### config.mk
export PLATFORM = sky130hd
export DESIGN_NAME = fetch_ctrl
export DESIGN_NICKNAME = d
export VERILOG_FILES = /design/src/rtl/fetch_ctrl.sv
export SDC_FILE = /design/constraint.sdc
export NUM_CORES = 1
export LEC_CHECK = 0
export CELL_PAD_IN_SITES_DETAIL_PLACEMENT = 1
export CELL_PAD_IN_SITES_GLOBAL_PLACEMENT = 2
export CORE_MARGIN = 2
export CORE_UTILIZATION = 26
export CTS_CLUSTER_SIZE = 25
export DETAILED_ROUTE_END_ITERATION = 8
export GPL_TIMING_DRIVEN = 0
export PLACE_DENSITY_LB_ADDON = 0.1
export SYNTH_ARGS = -nofsm -noshare
export SYNTH_HDL_FRONTEND = slang
export SYNTH_SLANG_ARGS = --single-unit
### constraint.sdc
create_clock -name clk -period 4.6 [get_ports clk]
set_input_delay 1.38 -clock clk [delete_from_list [all_inputs] [get_ports clk]]
set_output_delay 1.38 -clock clk [all_outputs]
set_load 0.02 [all_outputs]
### src/rtl/fetch_ctrl.sv
// fetch_ctrl: instruction-fetch sequencer for the fetch stage.
//
// Holds the architectural fetch PC and issues one instruction-memory request
// at a time. It tracks the single outstanding response and squashes it if a
// branch/jump redirect arrives while the request is in flight. Fetched
// instructions are presented to decode as a valid/stall-held packet.
//
// Ports:
//   clk, rst        - clock (rising edge) / asynchronous active-high reset
//   stall_i         - decode cannot accept; hold the current packet
//   redirect_i      - branch/jump taken; restart fetch at redirect_pc_i
//   redirect_pc_i   - redirect target (bits [1:0] forced to zero)
//   mem_req_o       - fetch request valid
//   mem_addr_o      - word-aligned fetch address
//   mem_gnt_i       - memory accepted the request this cycle
//   mem_rvalid_i    - read data valid for the outstanding request
//   mem_rdata_i     - fetched instruction word
//   inst_valid_o    - inst_o / inst_pc_o valid
//   inst_o          - fetched instruction
//   inst_pc_o       - PC of inst_o
module fetch_ctrl #(
    parameter int unsigned           XLEN      = 32,
    parameter int unsigned           ILEN      = 32,
    parameter logic [XLEN-1:0]       BOOT_ADDR = 32'h0000_0000
) (
    input  logic            clk,
    input  logic            rst,
    input  logic            stall_i,
    input  logic            redirect_i,
    input  logic [XLEN-1:0] redirect_pc_i,
    output logic            mem_req_o,
    output logic [XLEN-1:0] mem_addr_o,
    input  logic            mem_gnt_i,
    input  logic            mem_rvalid_i,
    input  logic [ILEN-1:0] mem_rdata_i,
    output logic            inst_valid_o,
    output logic [ILEN-1:0] inst_o,
    output logic [XLEN-1:0] inst_pc_o
);

    typedef enum logic [1:0] {
        BOOT  = 2'd0,
        REQ   = 2'd1,
        WAIT  = 2'd2,
        VALID = 2'd3
    } state_t;

    state_t          state;
    logic [XLEN-1:0] pc;
    logic [XLEN-1:0] req_pc;
    logic            kill;   // outstanding response belongs to a squashed path
    logic [XLEN-1:0] redirect_target;

    assign redirect_target = {redirect_pc_i[XLEN-1:2], 2'b00};

    // Request outputs are decoded from registered state only, so the address
    // is stable for the whole REQ phase and a redirect shows up one cycle
    // later as the new pc.
    assign mem_req_o  = (state == REQ);
    assign mem_addr_o = pc;

    always_ff @(posedge clk or posedge rst) begin
        if (rst) begin
            state        <= BOOT;
            pc           <= BOOT_ADDR;
            req_pc       <= '0;
            kill         <= 1'b0;
            inst_valid_o <= 1'b0;
            inst_o       <= '0;
            inst_pc_o    <= '0;
        end else if (redirect_i) begin
            // Redirect beats every normal transition; the packet is dropped
            // and any response still owed by memory is marked for discard.
            pc           <= redirect_target;
            inst_valid_o <= 1'b0;
            case (state)
                BOOT: state <= REQ;
                REQ: begin
                    if (mem_gnt_i) begin
                        req_pc <= pc;
                        kill   <= 1'b1;
                        state  <= WAIT;
                    end
                end
                WAIT: begin
                    if (mem_rvalid_i) begin
                        // Response arrives with the redirect: consume and drop it.
                        kill  <= 1'b0;
                        state <= REQ;
                    end else begin
                        kill  <= 1'b1;
                    end
                end
                VALID: state <= REQ;
                default: state <= BOOT;
            endcase
        end else begin
            case (state)
                BOOT: state <= REQ;
                REQ: begin
                    if (mem_gnt_i) begin
                        req_pc <= pc;
                        state  <= WAIT;
                    end
                end
                WAIT: begin
                    if (mem_rvalid_i) begin
                        if (kill) begin
                            // pc already holds the redirect target.
                            kill  <= 1'b0;
                            state <= REQ;
                        end else begin
                            inst_o       <= mem_rdata_i;
                            inst_pc_o    <= req_pc;
                            inst_valid_o <= 1'b1;
                            pc           <= req_pc + XLEN'(4);
                            state        <= VALID;
                        end
                    end
                end
                VALID: begin
                    if (!stall_i) begin
                        inst_valid_o <= 1'b0;
                        state        <= REQ;
                    end
                end
                default: state <= BOOT;
            endcase
        end
    end

endmodule

---- Yosys cells after proc, flatten, opt, wreduce, memory -nomap -nowiden ----
Index checks and enable logic that the tools add are counted.
Widths: inputs -> output; s select.
storage, ports and cells
  output and inout port bits .............. 98
  flip-flop bits (word level) ............. 132
  word-level logic and storage cells ...... 54
operators by class
  equal/unequal tests ..................... 9
  mux-type cells .......................... 23
  reductions and logical operators ........ 12
  add/sub/neg operators ................... 1
  bitwise gates (word level) .............. 2
operators by type and width
  cell                   number
  $mux 32                4
  $add 32x3->32 const B  1
  $mux 2                 6
  $reduce_and 4->1       3
  $mux 1                 9
  $ne 3x3->1 const B     3
  $pmux 2 s4             1
  $pmux 2 s3             1
  $reduce_bool 2->1      3
  $eq 2x2->1 const B     2
  $ne 2x2->1 const B     2
  $pmux 1 s2             2
  $reduce_and 2->1       2
  $ne 3x2->1 const B     1
  $reduce_and 3->1       1
  $reduce_bool 3->1      1
  $eq 2x1->1 const B     1
  $logic_not 2->1        1
  $not 1->1              2
  $reduce_or 2->1        1

---- Longest topological paths before layout ----
  depth after elaboration ................. 5
  gate-level depth with buffers ........... 10

---- Worst setup path before layout ----
No wires, ideal clock.
  path type ............................... input to register
  from .................................... in mem_rvalid_i
  to ...................................... reg inst_o[20]
  library setup time ...................... 0.065 ns
  arrival ................................. 2.654 ns
  setup slack ............................. 1.881 ns
  required time ........................... 4.535 ns
  stages .................................. 8
  path through ............................ and2_1 > nor2b_1 > clkbuf_1 > nand2_1 > clkbuf_1 > clkbuf_1 > nand2_1 > nand2_1
on the way
  word-level cells in the longest chain between the ends .. 1
ends and longest elaborated chain
  element                            RTL line  text
  start: declaration                 34        input logic mem_rvalid_i,
  $reduce_and 4->1 (no source line)  -
  end signal: assignment             113       inst_o <= mem_rdata_i;
  end: declaration                   37        output logic [ILEN-1:0] inst_o,
No other way between the ends.
A chain may end at the register's enable or synchronous reset.

---- Worst setup path after layout ----
  from .................................... in mem_rvalid_i
  to ...................................... reg inst_o[28]
The elaborated chain is that of the path after synthesis.

==> out/results.ini <==
[outcome]
status=finished clean

[clock_network]
clockRootBuffer=clkbuf_16
clk_latency_ns=0.43
numClockSinks=132
clk_pin_slew_worst_paths_ns=0.06
cts_tree=done
cts_setup_buffers=0
post_cts_resized=0
cts_buffers=17
htreeDepth=4
ctsHoldBuffers=0
cts_buffer_depth=2

[sta]
hold_violations=0
hold_slack_ns=0.475
timing.slew.headroom_pct=43.8
rsz0062_at_grt=false
fmax_ghz=0.271
setup_viol=0
fin_setup_tns_ns=0
fin_ws_ns=0.913
tightest_slew_ns=0.842
drv_slew=0
final.min_clock_period_ns=3.69
finalCritPeriodShare_pct=80.2
clock_skew_ns=0.0136

[synthesis]
synth-simple-area-share_pct=22.2
avgSynthCellArea_um2=9.51
ys_warn_count=0
synthAdderAreaFrac_pct=0.863
seq_area_frac_synth_pct=56.9
ys_types=40
ys_seq_elements=132
synth_top_family_by_area=simple AND/OR/NAND/NOR gates
synth_compound_area_share_pct=6.79
synthXorXnorAreaFrac_pct=3.93
synth_nets=684
synth_async_sr_flop_share_pct=100
synth_mux_area_share_pct=6.36
ys.flop_type=dfrtp_1
synth_cells=610
synth_edf_count=0
netlist_area_mm2=0.00580

[layout]
drive_gt1_share_pct=8.53
finish.utilization_pct=39.1
antenna_cells=0
fillers=2493
area_growth_pct=47.6
final_cell_mix=239 x nand2_1, 165 x clkdlybuf4s50_1, 132 x dfrtp_1, 31 x mux2_2, 28 x clkbuf_1
layout_commonest_cell=nand2_1
nets=871

[worst_setup_path]
cp_max_fo=10
path_delay_family=buffers and inverters
crit_buf_inv=4
crit_path_end_kind=flop
crit_chain=clkdlybuf4s50_1 -> and2_1 -> nor2b_1 -> clkbuf_1 -> nand2_1 -> clkbuf_1 -> clkbuf_1 -> nand2_1 -> nand2_1
slowest_delay_ns=0.60
r2r_cells=10
crit_required_ns=4.96
cp.depth=9
crit_arrival_ns=4.05
worstSetupPathType=input port to flop
worst_path_max_delay_cell=clkbuf_1
worstSetupStartpointType=input port

[place]
pre_cts_slack_ns=0.463
port_buffers=165
gp_congestion=0.791
hpwlAfterDp_um=14900

[route]
postRouteAntennaNets=0
num_vias=5024
drt_iter0_drc=200
wl_per_cell_um=18.4
drc=0
first_pass_iters=4
via_per_inst=4.61
drt_wl_total_um=20100

[worst_hold_path]
hold_class=flop to flop
worstHoldPathCells=2

[die]
ios=168
core-area_mm2=0.0219
start_util_pct=26.5
die_h_um=153
row_count=54
fp.dieArea_mm2=0.0235
die_x_um=153

[grt]
grt_first_pass_wirelength_um=31900
grt_pass1_vias=5538
overflow=0
grt_max_degree=37
grt_usage_pct=17.7
antenna_found_initial=0

[power_and_ir_drop]
p_per_area_mw_per_mm2=544
total_power_mw=4.66
leakagePower_nw=3.87
ir_drop_uv=245

[job]
maxCapViolCount=0

[report_power, final]
group	switching, mW	internal [mW]	leakage (nW)
logic	0.659	0.638	1.81
clock network	0.532	1.09	0.333
registers	0.292	1.45	1.72
[sequential cells by signal, summed over array words and instances, names as in the netlist]
register,flops
req_pc,32
inst_pc_o,32
inst_o,32
mem_addr_o,32
kill,1
state,2
inst_valid_o,1
[through the flow]
| step | cells | cell area [um^2] |
|---|---|---|
| 2_1_floorplan | 610 | 5800 |
| 3_3_place_gp | 1055 | 7810 |
| 3_5_place_dp | 1058 | 7870 |
| 4_1_cts | 1089 | 8560 |
| 5_1_grt | 1089 | 8560 |
| 6_report | 1089 | 8560 |
[cells in the mapped netlist, drive strengths merged (5+ instances only)]
cell type  instances  area (um^2)
o21ai             20          100
a21oi             13         65.1
mux2              31          349
clkbuf            28          106
xnor2             14          123
inv               12         45.0
nand4             11         75.1
and3              10         62.6
o221ai            15          131
xor2              12          105
nand3              8         40.0
dfrtp            132         3300
buf                5         20.0
nor2              24         90.1
nor3               5         25.0
nand2            239          897
[layout make-up]
cell class | instances | area (um^2) | share of cell area (%)
Buffer | 33 | 126 | 1.48
Clock buffer | 19 | 443 | 5.17
Clock inverter | 12 | 253 | 2.95
Multi-Input combinational cell | 433 | 2330 | 27.2
Sequential cell | 132 | 3300 | 38.6
Timing Repair Buffer | 168 | 1710 | 20.0
Tap cell | 280 | 350 | 4.09
Inverter | 12 | 48.8 | 0.570
[tightest hold or removal path, cell delays in order, from the launching register on]
cell and delay [ns]:
dfrtp_1 0.34, nand2_1 0.05, nand2_1 0.05
[cell families (layout without fill, tap and decap cells)]
group	after synthesis	after routing
AO/OA/AOI/OAI	60	60
AND/OR/NAND/NOR	310	310
adder cells (fa/ha/maj)	4	4
buffers and inverters	45	244
XOR/XNOR	26	26
multiplexers	33	33
flip-flops	132	132
[worst paths after layout]
check	startpoint	slack (ns)	end
max in group asynchronous	rst	2.24	inst_o[11]$_DFFE_PP0P_
max	mem_rvalid_i	0.91	inst_o[28]$_DFFE_PP0P_
min in group asynchronous	rst	1.47	inst_o[20]$_DFFE_PP0P_
min	inst_o[6]$_DFFE_PP0P_	0.47	inst_o[6]$_DFFE_PP0P_
max reg2reg	state[0]$_DFFE_PP0P_	1.63	inst_o[28]$_DFFE_PP0P_
min reg2reg	inst_o[6]$_DFFE_PP0P_	0.47	inst_o[6]$_DFFE_PP0P_
[metal layers]
| metal | global-route usage (%) | vias up | wire (um) |
|---|---|---|---|
| met2 | 30.2 | 108 | 10000 |
| met1 | 22.4 | 2512 | 9060 |
| met3 | 4.22 | 18 | 719 |
| met5 | 0 | - | 0 |
| li1 | - | 2386 | - |
| met4 | 5.02 | 0 | 274 |
(Power assumes the default switching activity.)
